$ cat src/rtl/pc_fetch_pkg.sv
// Shared types for the PC fetch sequencer.
//   XLEN          : default datapath width
//   fetch_state_e : sequencer states
//   redir_src_e   : redirect sources, encoded in ascending priority so that
//                   a plain numeric compare orders them
//   redir_t       : a redirect record {valid, src, target}
package pc_fetch_pkg;

  localparam int unsigned XLEN = 32;

  typedef enum logic [1:0] {
    StBoot,
    StIdle,
    StFetch
  } fetch_state_e;

  typedef enum logic [1:0] {
    RedirNone   = 2'd0,
    RedirBranch = 2'd1,
    RedirMret   = 2'd2,
    RedirTrap   = 2'd3
  } redir_src_e;

  typedef struct packed {
    logic             valid;
    redir_src_e       src;
    logic [XLEN-1:0]  target;
  } redir_t;

endpackage

$ cat src/rtl/pc_redirect_arb.sv
// Combinational redirect arbiter.
// Picks the highest-priority live redirect input (trap > mret > branch),
// word-aligns its target, then compares it against the pending redirect:
// the input wins when its priority is higher than or equal to the pending one.
// Ports:
//   trap_i/trap_vec_i, mret_i/mepc_i, branch_i/branch_tgt_i : redirect inputs
//   pend_valid_i, pend_src_i, pend_tgt_i                    : pending redirect
//   in_valid_o                                              : any input redirect live
//   sel_valid_o, sel_src_o, sel_tgt_o                       : winning redirect
module pc_redirect_arb #(
  parameter int unsigned XLEN = 32
) (
  input  logic            trap_i,
  input  logic [XLEN-1:0] trap_vec_i,
  input  logic            mret_i,
  input  logic [XLEN-1:0] mepc_i,
  input  logic            branch_i,
  input  logic [XLEN-1:0] branch_tgt_i,
  input  logic            pend_valid_i,
  input  logic [1:0]      pend_src_i,
  input  logic [XLEN-1:0] pend_tgt_i,
  output logic            in_valid_o,
  output logic            sel_valid_o,
  output logic [1:0]      sel_src_o,
  output logic [XLEN-1:0] sel_tgt_o
);
  import pc_fetch_pkg::*;

  logic [1:0]      in_src;
  logic [XLEN-1:0] in_raw;
  logic [XLEN-1:0] in_tgt;

  always_comb begin
    in_src = RedirNone;
    in_raw = '0;
    if (trap_i) begin
      in_src = RedirTrap;
      in_raw = trap_vec_i;
    end else if (mret_i) begin
      in_src = RedirMret;
      in_raw = mepc_i;
    end else if (branch_i) begin
      in_src = RedirBranch;
      in_raw = branch_tgt_i;
    end
    in_tgt     = {in_raw[XLEN-1:2], 2'b00};
    in_valid_o = (in_src != RedirNone);

    if (in_valid_o && (!pend_valid_i || (in_src >= pend_src_i))) begin
      sel_valid_o = 1'b1;
      sel_src_o   = in_src;
      sel_tgt_o   = in_tgt;
    end else begin
      sel_valid_o = pend_valid_i;
      sel_src_o   = pend_src_i;
      sel_tgt_o   = pend_tgt_i;
    end
  end

endmodule

$ cat src/rtl/pc_fetch_ctrl.sv
// PC fetch sequencer for the 3-stage pipeline.
// Chooses the next PC, drives the PC register write-enable, runs the imem
// request/ack handshake with a timeout, and squashes wrong-path fetches.
// Ports:
//   clk_i, rst_ni                     : clock, async active-low reset
//   stall_i                           : downstream cannot accept an instruction
//   branch_taken_i/branch_target_i    : execute-stage redirect
//   trap_req_i/trap_vec_i             : trap redirect (highest priority)
//   mret_i/mepc_i                     : trap return redirect
//   pc_cur_i                          : PC register output
//   pc_next_o, pc_we_o                : PC register input and enable
//   imem_req_o, imem_addr_o, imem_ack_i : instruction memory handshake
//   instr_valid_o                     : fetched word may be captured by IF/DE
//   flush_o                           : squash IF/DE and DE/EX
//   fetch_fault_o                     : one-cycle pulse on fetch timeout
module pc_fetch_ctrl #(
  parameter int unsigned     XLEN      = pc_fetch_pkg::XLEN,
  parameter logic [XLEN-1:0] RESET_VEC = '0,
  parameter int unsigned     TIMEOUT   = 16
) (
  input  logic            clk_i,
  input  logic            rst_ni,
  input  logic            stall_i,
  input  logic            branch_taken_i,
  input  logic [XLEN-1:0] branch_target_i,
  input  logic            trap_req_i,
  input  logic [XLEN-1:0] trap_vec_i,
  input  logic            mret_i,
  input  logic [XLEN-1:0] mepc_i,
  input  logic [XLEN-1:0] pc_cur_i,
  output logic [XLEN-1:0] pc_next_o,
  output logic            pc_we_o,
  output logic            imem_req_o,
  output logic [XLEN-1:0] imem_addr_o,
  input  logic            imem_ack_i,
  output logic            instr_valid_o,
  output logic            flush_o,
  output logic            fetch_fault_o
);
  import pc_fetch_pkg::*;

  localparam int unsigned     CntW    = $clog2(TIMEOUT + 1);
  localparam logic [CntW-1:0] CntLast = CntW'(TIMEOUT - 1);

  fetch_state_e    state_q, state_d;
  logic            pend_valid_q, pend_valid_d;
  logic [1:0]      pend_src_q, pend_src_d;
  logic [XLEN-1:0] pend_tgt_q, pend_tgt_d;
  logic [CntW-1:0] cnt_q, cnt_d;

  logic            in_valid;
  logic            sel_valid;
  logic [1:0]      sel_src;
  logic [XLEN-1:0] sel_tgt;

  pc_redirect_arb #(
    .XLEN(XLEN)
  ) u_arb (
    .trap_i       (trap_req_i),
    .trap_vec_i   (trap_vec_i),
    .mret_i       (mret_i),
    .mepc_i       (mepc_i),
    .branch_i     (branch_taken_i),
    .branch_tgt_i (branch_target_i),
    .pend_valid_i (pend_valid_q),
    .pend_src_i   (pend_src_q),
    .pend_tgt_i   (pend_tgt_q),
    .in_valid_o   (in_valid),
    .sel_valid_o  (sel_valid),
    .sel_src_o    (sel_src),
    .sel_tgt_o    (sel_tgt)
  );

  always_comb begin
    state_d       = state_q;
    pend_valid_d  = pend_valid_q;
    pend_src_d    = pend_src_q;
    pend_tgt_d    = pend_tgt_q;
    cnt_d         = cnt_q;
    pc_next_o     = pc_cur_i;
    pc_we_o       = 1'b0;
    imem_req_o    = 1'b0;
    imem_addr_o   = '0;
    instr_valid_o = 1'b0;
    fetch_fault_o = 1'b0;
    flush_o       = in_valid;

    unique case (state_q)
      StBoot: begin
        pc_next_o = RESET_VEC;
        pc_we_o   = 1'b1;
        state_d   = stall_i ? StIdle : StFetch;
      end

      StIdle: begin
        if (sel_valid) begin
          pc_next_o    = sel_tgt;
          pc_we_o      = 1'b1;
          pend_valid_d = 1'b0;
          pend_src_d   = RedirNone;
        end
        state_d = stall_i ? StIdle : StFetch;
      end

      StFetch: begin
        imem_req_o  = 1'b1;
        imem_addr_o = pc_cur_i;
        if (imem_ack_i) begin
          // Ack outranks a simultaneous timeout.
          cnt_d = '0;
          if (sel_valid) begin
            pc_next_o    = sel_tgt;
            pc_we_o      = 1'b1;
            pend_valid_d = 1'b0;
            pend_src_d   = RedirNone;
          end else if (!stall_i) begin
            pc_next_o     = pc_cur_i + XLEN'(4);
            pc_we_o       = 1'b1;
            instr_valid_o = 1'b1;
          end
          // With stall and no redirect the PC holds, so IDLE refetches it.
          state_d = stall_i ? StIdle : StFetch;
        end else if (cnt_q == CntLast) begin
          imem_req_o    = 1'b0;
          fetch_fault_o = 1'b1;
          pc_next_o     = {trap_vec_i[XLEN-1:2], 2'b00};
          pc_we_o       = 1'b1;
          pend_valid_d  = 1'b0;
          pend_src_d    = RedirNone;
          cnt_d         = '0;
          state_d       = stall_i ? StIdle : StFetch;
        end else begin
          cnt_d = cnt_q + 1'b1;
          // The arbiter already keeps the pending entry when the new input
          // is of lower priority, so latching its choice is sufficient.
          if (in_valid) begin
            pend_valid_d = sel_valid;
            pend_src_d   = sel_src;
            pend_tgt_d   = sel_tgt;
          end
        end
      end

      default: state_d = StBoot;
    endcase

    // Outputs are forced idle while reset is held so an outstanding imem
    // request is dropped without waiting for a clock edge.
    if (!rst_ni) begin
      pc_next_o     = RESET_VEC;
      pc_we_o       = 1'b0;
      imem_req_o    = 1'b0;
      imem_addr_o   = '0;
      instr_valid_o = 1'b0;
      flush_o       = 1'b0;
      fetch_fault_o = 1'b0;
    end
  end

  always_ff @(posedge clk_i or negedge rst_ni) begin
    if (!rst_ni) begin
      state_q      <= StBoot;
      pend_valid_q <= 1'b0;
      pend_src_q   <= RedirNone;
      pend_tgt_q   <= '0;
      cnt_q        <= '0;
    end else begin
      state_q      <= state_d;
      pend_valid_q <= pend_valid_d;
      pend_src_q   <= pend_src_d;
      pend_tgt_q   <= pend_tgt_d;
      cnt_q        <= cnt_d;
    end
  end

endmodule

$ cat config.mk
export PLATFORM = sky130hd
export DESIGN_NAME = pc_fetch_ctrl
export DESIGN_NICKNAME = d
export VERILOG_FILES = /design/src/rtl/pc_fetch_pkg.sv /design/src/rtl/pc_redirect_arb.sv /design/src/rtl/pc_fetch_ctrl.sv
export SDC_FILE = /design/constraint.sdc
export NUM_CORES = 1
export LEC_CHECK = 0
export BUFFER_PORTS_ARGS = -buffer_cell sky130_fd_sc_hd__buf_2
export CAP_MARGIN = 20
export CORE_MARGIN = 2
export CORE_UTILIZATION = 39
export CTS_CLUSTER_DIAMETER = 80
export CTS_CLUSTER_SIZE = 30
export DETAILED_ROUTE_END_ITERATION = 6
export HOLD_SLACK_MARGIN = 0.08
export PLACE_DENSITY = 0.66
export RECOVER_POWER = 25
export SETUP_SLACK_MARGIN = 0.15
export SYNTH_ARGS = -nofsm -noshare
export SYNTH_HDL_FRONTEND = slang
export SYNTH_SLANG_ARGS = --single-unit
$ cat constraint.sdc
create_clock -name clk_i -period 5.9 [get_ports clk_i]
set_input_delay 0.885 -clock clk_i [delete_from_list [all_inputs] [get_ports clk_i]]
set_output_delay 0.885 -clock clk_i [all_outputs]
set_load 0.05 [all_outputs]
==> results of run 1 <==
registers in the layout, indices dropped and copies added, names as in the netlist:
signal / count
pend_valid_q: 1
state_q: 2
pend_src_q: 2
pend_tgt_q: 32
cnt_q: 5
cells by family after synthesis:
| logic type | Yosys count |
|---|---|
| muxes | 17 |
| buffers and inverters | 100 |
| AOI/OAI and AO/OA | 293 |
| xor gates and xnor gates | 4 |
| adders and majority gates | 8 |
| and+or+nand+nor | 354 |
| DFF | 42 |
metal layers:
layer  vias to the layer above  wire length [µm]
met4                         2               652
met3                        54              2888
met1                      3342              9786
li1                       3342                 -
met2                       492             10460
met5                         -                17
worst paths after layout:
check                          startpoint  slack (ns)  cells after the start        endpoint
max in group asynchronous          rst_ni        3.85                      2  pend_tgt_q[12]
setup reg to reg               state_q[0]        2.35                      9   pend_tgt_q[2]
hold reg to reg            pend_tgt_q[20]        0.48                      2  pend_tgt_q[20]
setup / recovery               state_q[0]        0.82                      8    pc_next_o[7]
min in group asynchronous          rst_ni        0.86                      1   pend_tgt_q[7]
hold / removal             pend_tgt_q[20]        0.48                      2  pend_tgt_q[20]
power by group through the flow:
stage	Sequential [mW]	Clock (mW)	Combinational, mW
2_1_floorplan	0.474	0	0.703
3_3_place_gp	0.493	0	0.957
3_5_place_dp	0.496	0	0.967
4_1_cts	0.490	0.338	0.971
5_1_grt	0.512	0.348	1.07
6_report	0.495	0.334	0.985
through the flow:
| stage | hold WS (ns) | setup WS (ns) | cells | power [mW] | instance area, µm² |
|---|---|---|---|---|---|
| after global placement | 0.4581 | 1.013 | 1134 | 1.449 | 6486 |
| final | 0.4805 | 0.8188 | 1141 | 1.814 | 6651 |
| after global routing | 0.4918 | 0.5803 | 1141 | 1.928 | 6651 |
| after detailed placement | 0.4627 | 0.9642 | 1134 | 1.463 | 6486 |
| after floorplan | 0.4451 | 0.2447 | 818 | 1.176 | 5518 |
| after CTS | 0.4759 | 0.8149 | 1141 | 1.799 | 6655 |
worst register-to-register path: stages, from the launching register on:
cell and delay (ns):
dfrtp_1 0.40, inv_1 0.10, ha_1 0.85, nor2b_1 0.22, buf_4 0.23, nand2_1 0.25
nor2_1 0.90, buf_4 0.37, nor2_1 0.07, a21oi_1 0.11
cell type report:
cell class	count	area [µm²]	area share, %
Multi-Input combinational cell	676	4000	60.14
Timing Repair Buffer	217	1135	17.06
Sequential cell	42	1051	15.80
Tap cell	180	225.2	3.386
Clock buffer	6	138.9	2.088
Inverter	19	71.32	1.072
Clock inverter	1	30.03	0.4515
layout by cell type (no fill, tap or decap), types with 8 or more instances in the layout:
master and count:
a211oi_1 8, a21oi_1 41, a221o_1 9, a22o_1 13, a22oi_1 23, a31oi_1 16
and3_1 31, buf_2 196, buf_4 20, dfrtp_1 42, ha_1 8, inv_1 18
mux2i_1 10, nand2_1 166, nand3_1 21, nand4_1 10, nor2_1 48, nor2b_1 10
nor3_1 22, nor4_1 8, o21ai_0 90, o221ai_1 17, o31ai_1 11
==> impl_metrics.csv, run 1 <==
group,metric,value,unit
pwr,internal_power,0.9268,mW
pwr,switching_power,0.8872,mW
timing,finalCritPeriodShare,86.12,%
placement,gp_congestion,0.9574,
global_routing,grt_pass1_wl,36670,µm
floorplanning,initial_utilization,39.91,%
worst_setup_path,critPathCaptureType,"primary output",
clock_network,cts_setup_buffers,0,
synth,synthAdderAreaFrac,1.814,%
synth,ys_warn_count,0,
synth,synth_edf_count,0,
finish,fin_util,48.10,%
synth,synth_area_leaders,"dfrtp_1 19%, nand2_1 11%, o21ai_0 8.2%",
clock_network,clock_path_buffers,2,
clock_network,cts_root_buf,"clkbuf_16",
synth,synth-main-ff-cell,"dfrtp_1",
worst_hold_path,hp-class,"register to register",
global_routing,top_usage_layer,"met2",
synth,synth_compound_area_share,35.99,%
finish,nets,1104,
worst_setup_path,crit_family,"buffers and inverters",
synth,ys_top_cells_by_count,"166 x nand2_1, 90 x o21ai_0, 65 x clkbuf_1",
timing,rsz0062_at_grt,"false",
global_routing,grt_pass1_vias,6657,
global_routing,grt_use_total,31.52,%
finish,drive_gt1_share,26.22,%
clock_network,path_clk_slew,0.06,ns
worst_setup_path,setup.worst_path.start_class,"register",
global_routing,use_met2,48.58,%
timing,worstMarginPinSlew,1.291,ns
routing,wire_per_inst,20.86,µm
timing,tns,0,ns
global_routing,grt_max_degree,58,
routing,wirelength,23800,µm
placement,portBuffers,197,
synth,synth_top_cell_by_area,"dfrtp_1",
synth,muxShareOfSynthArea,3.243,%
worst_setup_path,critPathMaxStageDelay,0.93,ns
routing,ant_nets,0,
worst_setup_path,critPathRequiredTime,5.02,ns
synth,synthDistinctLibCells,76,
synth,synth_xor_area_share,0.6349,%
synth,ys_ff_latch,42,
synth,syn_area_per_cell,6.745,µm²
worst_setup_path,crit_path_max_fanout,31,
synth,syn_nets,961,
pwr,power.share.combinational,54.3,%
worst_setup_path,slowest_stage,"clkinv_1",
clock_network,clk_latency,0.30,ns
pwr,p_sw_share,48.91,%
timing,min_period,5.081,ns
floorplanning,ios,204,
worst_setup_path,cp_cell_sequence,"inv_1 -> ha_1 -> clkinv_1 -> or4_1 -> a32oi_1 -> a31oi_1 -> o21ai_0 -> buf_2",
pwr,p_leak,3.163,nW
pwr,power_frac_seq,27.3,%
timing,maxSlewViolCount,0,
clock_network,cts_tree,"yes",
routing,dr.pass1.iters,5,
pwr,pwr_density_cell,272.7,mW/mm²
flow_run,maxCapViolCount,0,
global_routing,antenna_found_initial,1,
synth,post_synth_and_or_nand_nor_area_fraction,30.70,%
pwr,peakVddDrop,0.1362,mV
worst_setup_path,worstSetupPathType,"register to primary output",
global_routing,use_met3,6.181,%
floorplanning,die_y,122.9,µm
synth,netlist_area,0.005518,mm²
timing,clock_skew,0.01116,ns
synth,yosysMostFrequentCell,"nand2_1",
routing,drc,0,
floorplanning,die_x,122.9,µm
clock_network,cts_num_sinks,42,
worst_setup_path,crit_arrival,4.20,ns
floorplanning,dieArea,0.01512,mm²
synth,syn_inst,818,
synth,synth-async-reset-ratio,100.0,%
worst_setup_path,worst-path-buf-inv,3,
timing,finalHoldViolations,0,
timing,slew_headroom,13.95,%
placement,dpl.hpwl,16750,µm
finish,syn_to_final_growth,20.54,%
global_routing,grtUsageMet1,44.03,%
floorplanning,coreArea,0.01383,mm²
finish,num-fill-cells,1463,
synth,synth_top_family_by_area,"compound AO/OA/AOI/OAI gates",
clock_network,cts_buffers,5,
synth,yosys.area.top_type_share,19.05,%
timing,setup-violations-final,0,
timing,max_freq,196.8,MHz
finish,n_antenna_cell,0,
synth,synth_seq_area_share,19.05,%
pwr,power_frac_clock,18.4,%
routing,via_per_inst,6.338,
floorplanning,row_count,43,
clock_network,postCtsHoldBufs,0,
global_routing,grt-ovfl-total,0,
clock_network,cts_resized,0,
routing,drt_first_iter_violations,999,
routing,vias,7232,
outcome,status,"finished clean",
clock_network,h-tree-depth,2,
(Power assumes the default switching activity.)
==> run 2, diff against run 1 <==
--- a/config.mk
+++ b/config.mk
@@ -7,6 +7,7 @@
 export LEC_CHECK = 0
 export BUFFER_PORTS_ARGS = -buffer_cell sky130_fd_sc_hd__buf_2
 export CAP_MARGIN = 20
+export CORE_ASPECT_RATIO = 0.6
 export CORE_MARGIN = 2
 export CORE_UTILIZATION = 39
 export CTS_CLUSTER_DIAMETER = 80
==> impl_metrics.csv, run 2 (synthesis results as in run 1) <==
group,metric,value,unit
timing,finalHoldViolations,0,
placement,gp_congestion,0.9666,
routing,wire_per_inst,22.09,µm
global_routing,grt_pass1_vias,6229,
clock_network,clk_latency,0.30,ns
floorplanning,ios,204,
timing,finalCritPeriodShare,87.37,%
worst_hold_path,hp-class,"register to register",
worst_hold_path,hold_depth,2,
floorplanning,die_x,157.6,µm
pwr,peakVddDrop,0.1316,mV
placement,dpl.hpwl,18320,µm
placement,portBuffers,197,
routing,vias,7382,
pwr,pwr_density_cell,271.5,mW/mm²
routing,via_per_inst,6.386,
worst_setup_path,rr_worst_depth,8,
global_routing,antenna_found_initial,0,
timing,min_period,5.155,ns
timing,worstMarginPinSlew,2.726,ns
worst_setup_path,critPathCaptureType,"primary output",
finish,final_cell_mix,"196 x buf_2, 166 x nand2_1, 90 x o21ai_0, 48 x nor2_1, 42 x dfrtp_1",
worst_hold_path,min_from,"pend_tgt_q[8]",
floorplanning,dieArea,0.01515,mm²
worst_setup_path,r2r_start,"state_q[0]",
finish,seqCellArea,0.001051,mm²
worst_setup_path,cp-startpoint,"rst_ni",
floorplanning,coreArea,0.01375,mm²
clock_network,cts_tree,"yes",
global_routing,grt_max_degree,64,
timing,max_freq,194.0,MHz
worst_setup_path,worstSetupPathType,"input port to primary output",
floorplanning,initial_utilization,40.13,%
worst_setup_path,crit_arrival,4.27,ns
routing,wirelength,25530,µm
finish,syn_to_final_growth,20.57,%
outcome,violations,"max-capacitance violations, max-slew violations",
finish,multi_input_area,0.003996,mm²
routing,ant_nets,0,
pwr,p_leak,3.157,nW
routing,drc,0,
timing,hold_ws,0.4750,ns
timing,maxSlewViolCount,64,
finish,drive_gt1_share,26.14,%
worst_setup_path,critPathRequiredTime,5.02,ns
outcome,status,"complete, but fails checks",
finish,layout_commonest_cell,"buf_2",
timing,setup-violations-final,0,
finish,reg_top3,"pend_tgt_q: 32 flops, cnt_q: 5 flops",
floorplanning,row_count,33,
finish,regMostFlops,"pend_tgt_q",
timing,slew_headroom,-81.73,%
floorplanning,die_y,96.14,µm
worst_setup_path,setup.worst_path.start_class,"input port",
clock_network,cts_resized,0,
routing,dr.pass1.iters,6,
clock_network,postCtsHoldBufs,0,
finish,n_antenna_cell,0,
clock_network,cts_num_sinks,42,
finish,num-fill-cells,1505,
flow_run,maxCapViolCount,1,
placement,post-place-ws,1.245,ns
clock_network,cts_buffers,5,
timing,clock_skew,0.01196,ns
global_routing,grt_pass1_wl,37360,µm
clock_network,cts_root_buf,"clkbuf_16",
finish,largest_reg_flops,32,
timing,layout_setup_ws,0.7453,ns
global_routing,grt-ovfl-total,0,
clock_network,h-tree-depth,2,
timing,rsz0062_at_grt,"false",
clock_network,cts_setup_buffers,0,
finish,nets,1106,
clock_network,clock_path_buffers,2,
worst_setup_path,crit_path_max_fanout,63,
routing,drt_first_iter_violations,1236,
timing,tns,0,ns
clock_network,path_clk_slew,0.06,ns
global_routing,grt_use_total,32.71,%
==> run 2: changes by cell type in the layout (fill, tap and decap cells not counted), sizes merged <==
cell | previous run | this run
clkbuf | 7 | 9
bufinv | 1 | 0
buf | 216 | 217
clkinv | 1 | 2
==> run 2: power breakdown <==
part	total, mW	internal [mW]	leakage, nW	switching [mW]
sequential	0.495	0.408	0.529	0.0870
clock	0.302	0.169	0.0739	0.133
combinational	1.01	0.313	2.55	0.696
total	1.81	0.890	3.16	0.916
==> run 2: worst paths after layout <==
kind                                       end  slack [ns]
worst max-delay path             pc_next_o[12]        0.75
worst min-delay path             pend_tgt_q[8]        0.48
worst max register to register  pend_tgt_q[21]        2.70
worst min register to register   pend_tgt_q[8]        0.48
max in group asynchronous       pend_tgt_q[20]        2.72
min in group asynchronous        pend_tgt_q[6]        0.76
==> run 2: through the flow <==
step | std cells | power, mW | util [%] | cell area [µm²]
6_report | 1156 | 1.807 | 48.38 | 6653
5_1_grt | 1156 | 1.905 | 48.38 | 6653
4_1_cts | 1156 | 1.780 | 48.44 | 6660
3_5_place_dp | 1148 | 1.478 | 47.37 | 6513
3_3_place_gp | 1148 | 1.466 | 47.37 | 6513
2_1_floorplan | 818 | 1.176 | - | 5518
==> run 2: cell type report <==
| class | count | area share, % |
|---|---|---|
| multi-input cells | 676 | 60.07 |
| inverters | 19 | 1.072 |
| well taps | 192 | 3.611 |
| clock inverters | 1 | 0.07523 |
| flip-flops and latches | 42 | 15.80 |
| clock buffers | 7 | 2.144 |
| repair buffers | 219 | 17.23 |
==> run 2: layer usage <==
| metal | GRT usage [%] | vias to the layer above | share of wire, % |
|---|---|---|---|
| met5 | 4.422 | - | 0.32 |
| met4 | 5.758 | 2 | 1.8 |
| li1 | - | 3349 | - |
| met2 | 43.92 | 591 | 38 |
| met1 | 48.95 | 3380 | 44 |
| met3 | 11.75 | 60 | 16 |
==> run 2: worst max-delay path: stages <==
cell	delay, ns
clkbuf_1	0.13
clkbuf_1	1.95
o221ai_1	0.41
o31ai_1	0.51
buf_2	0.35
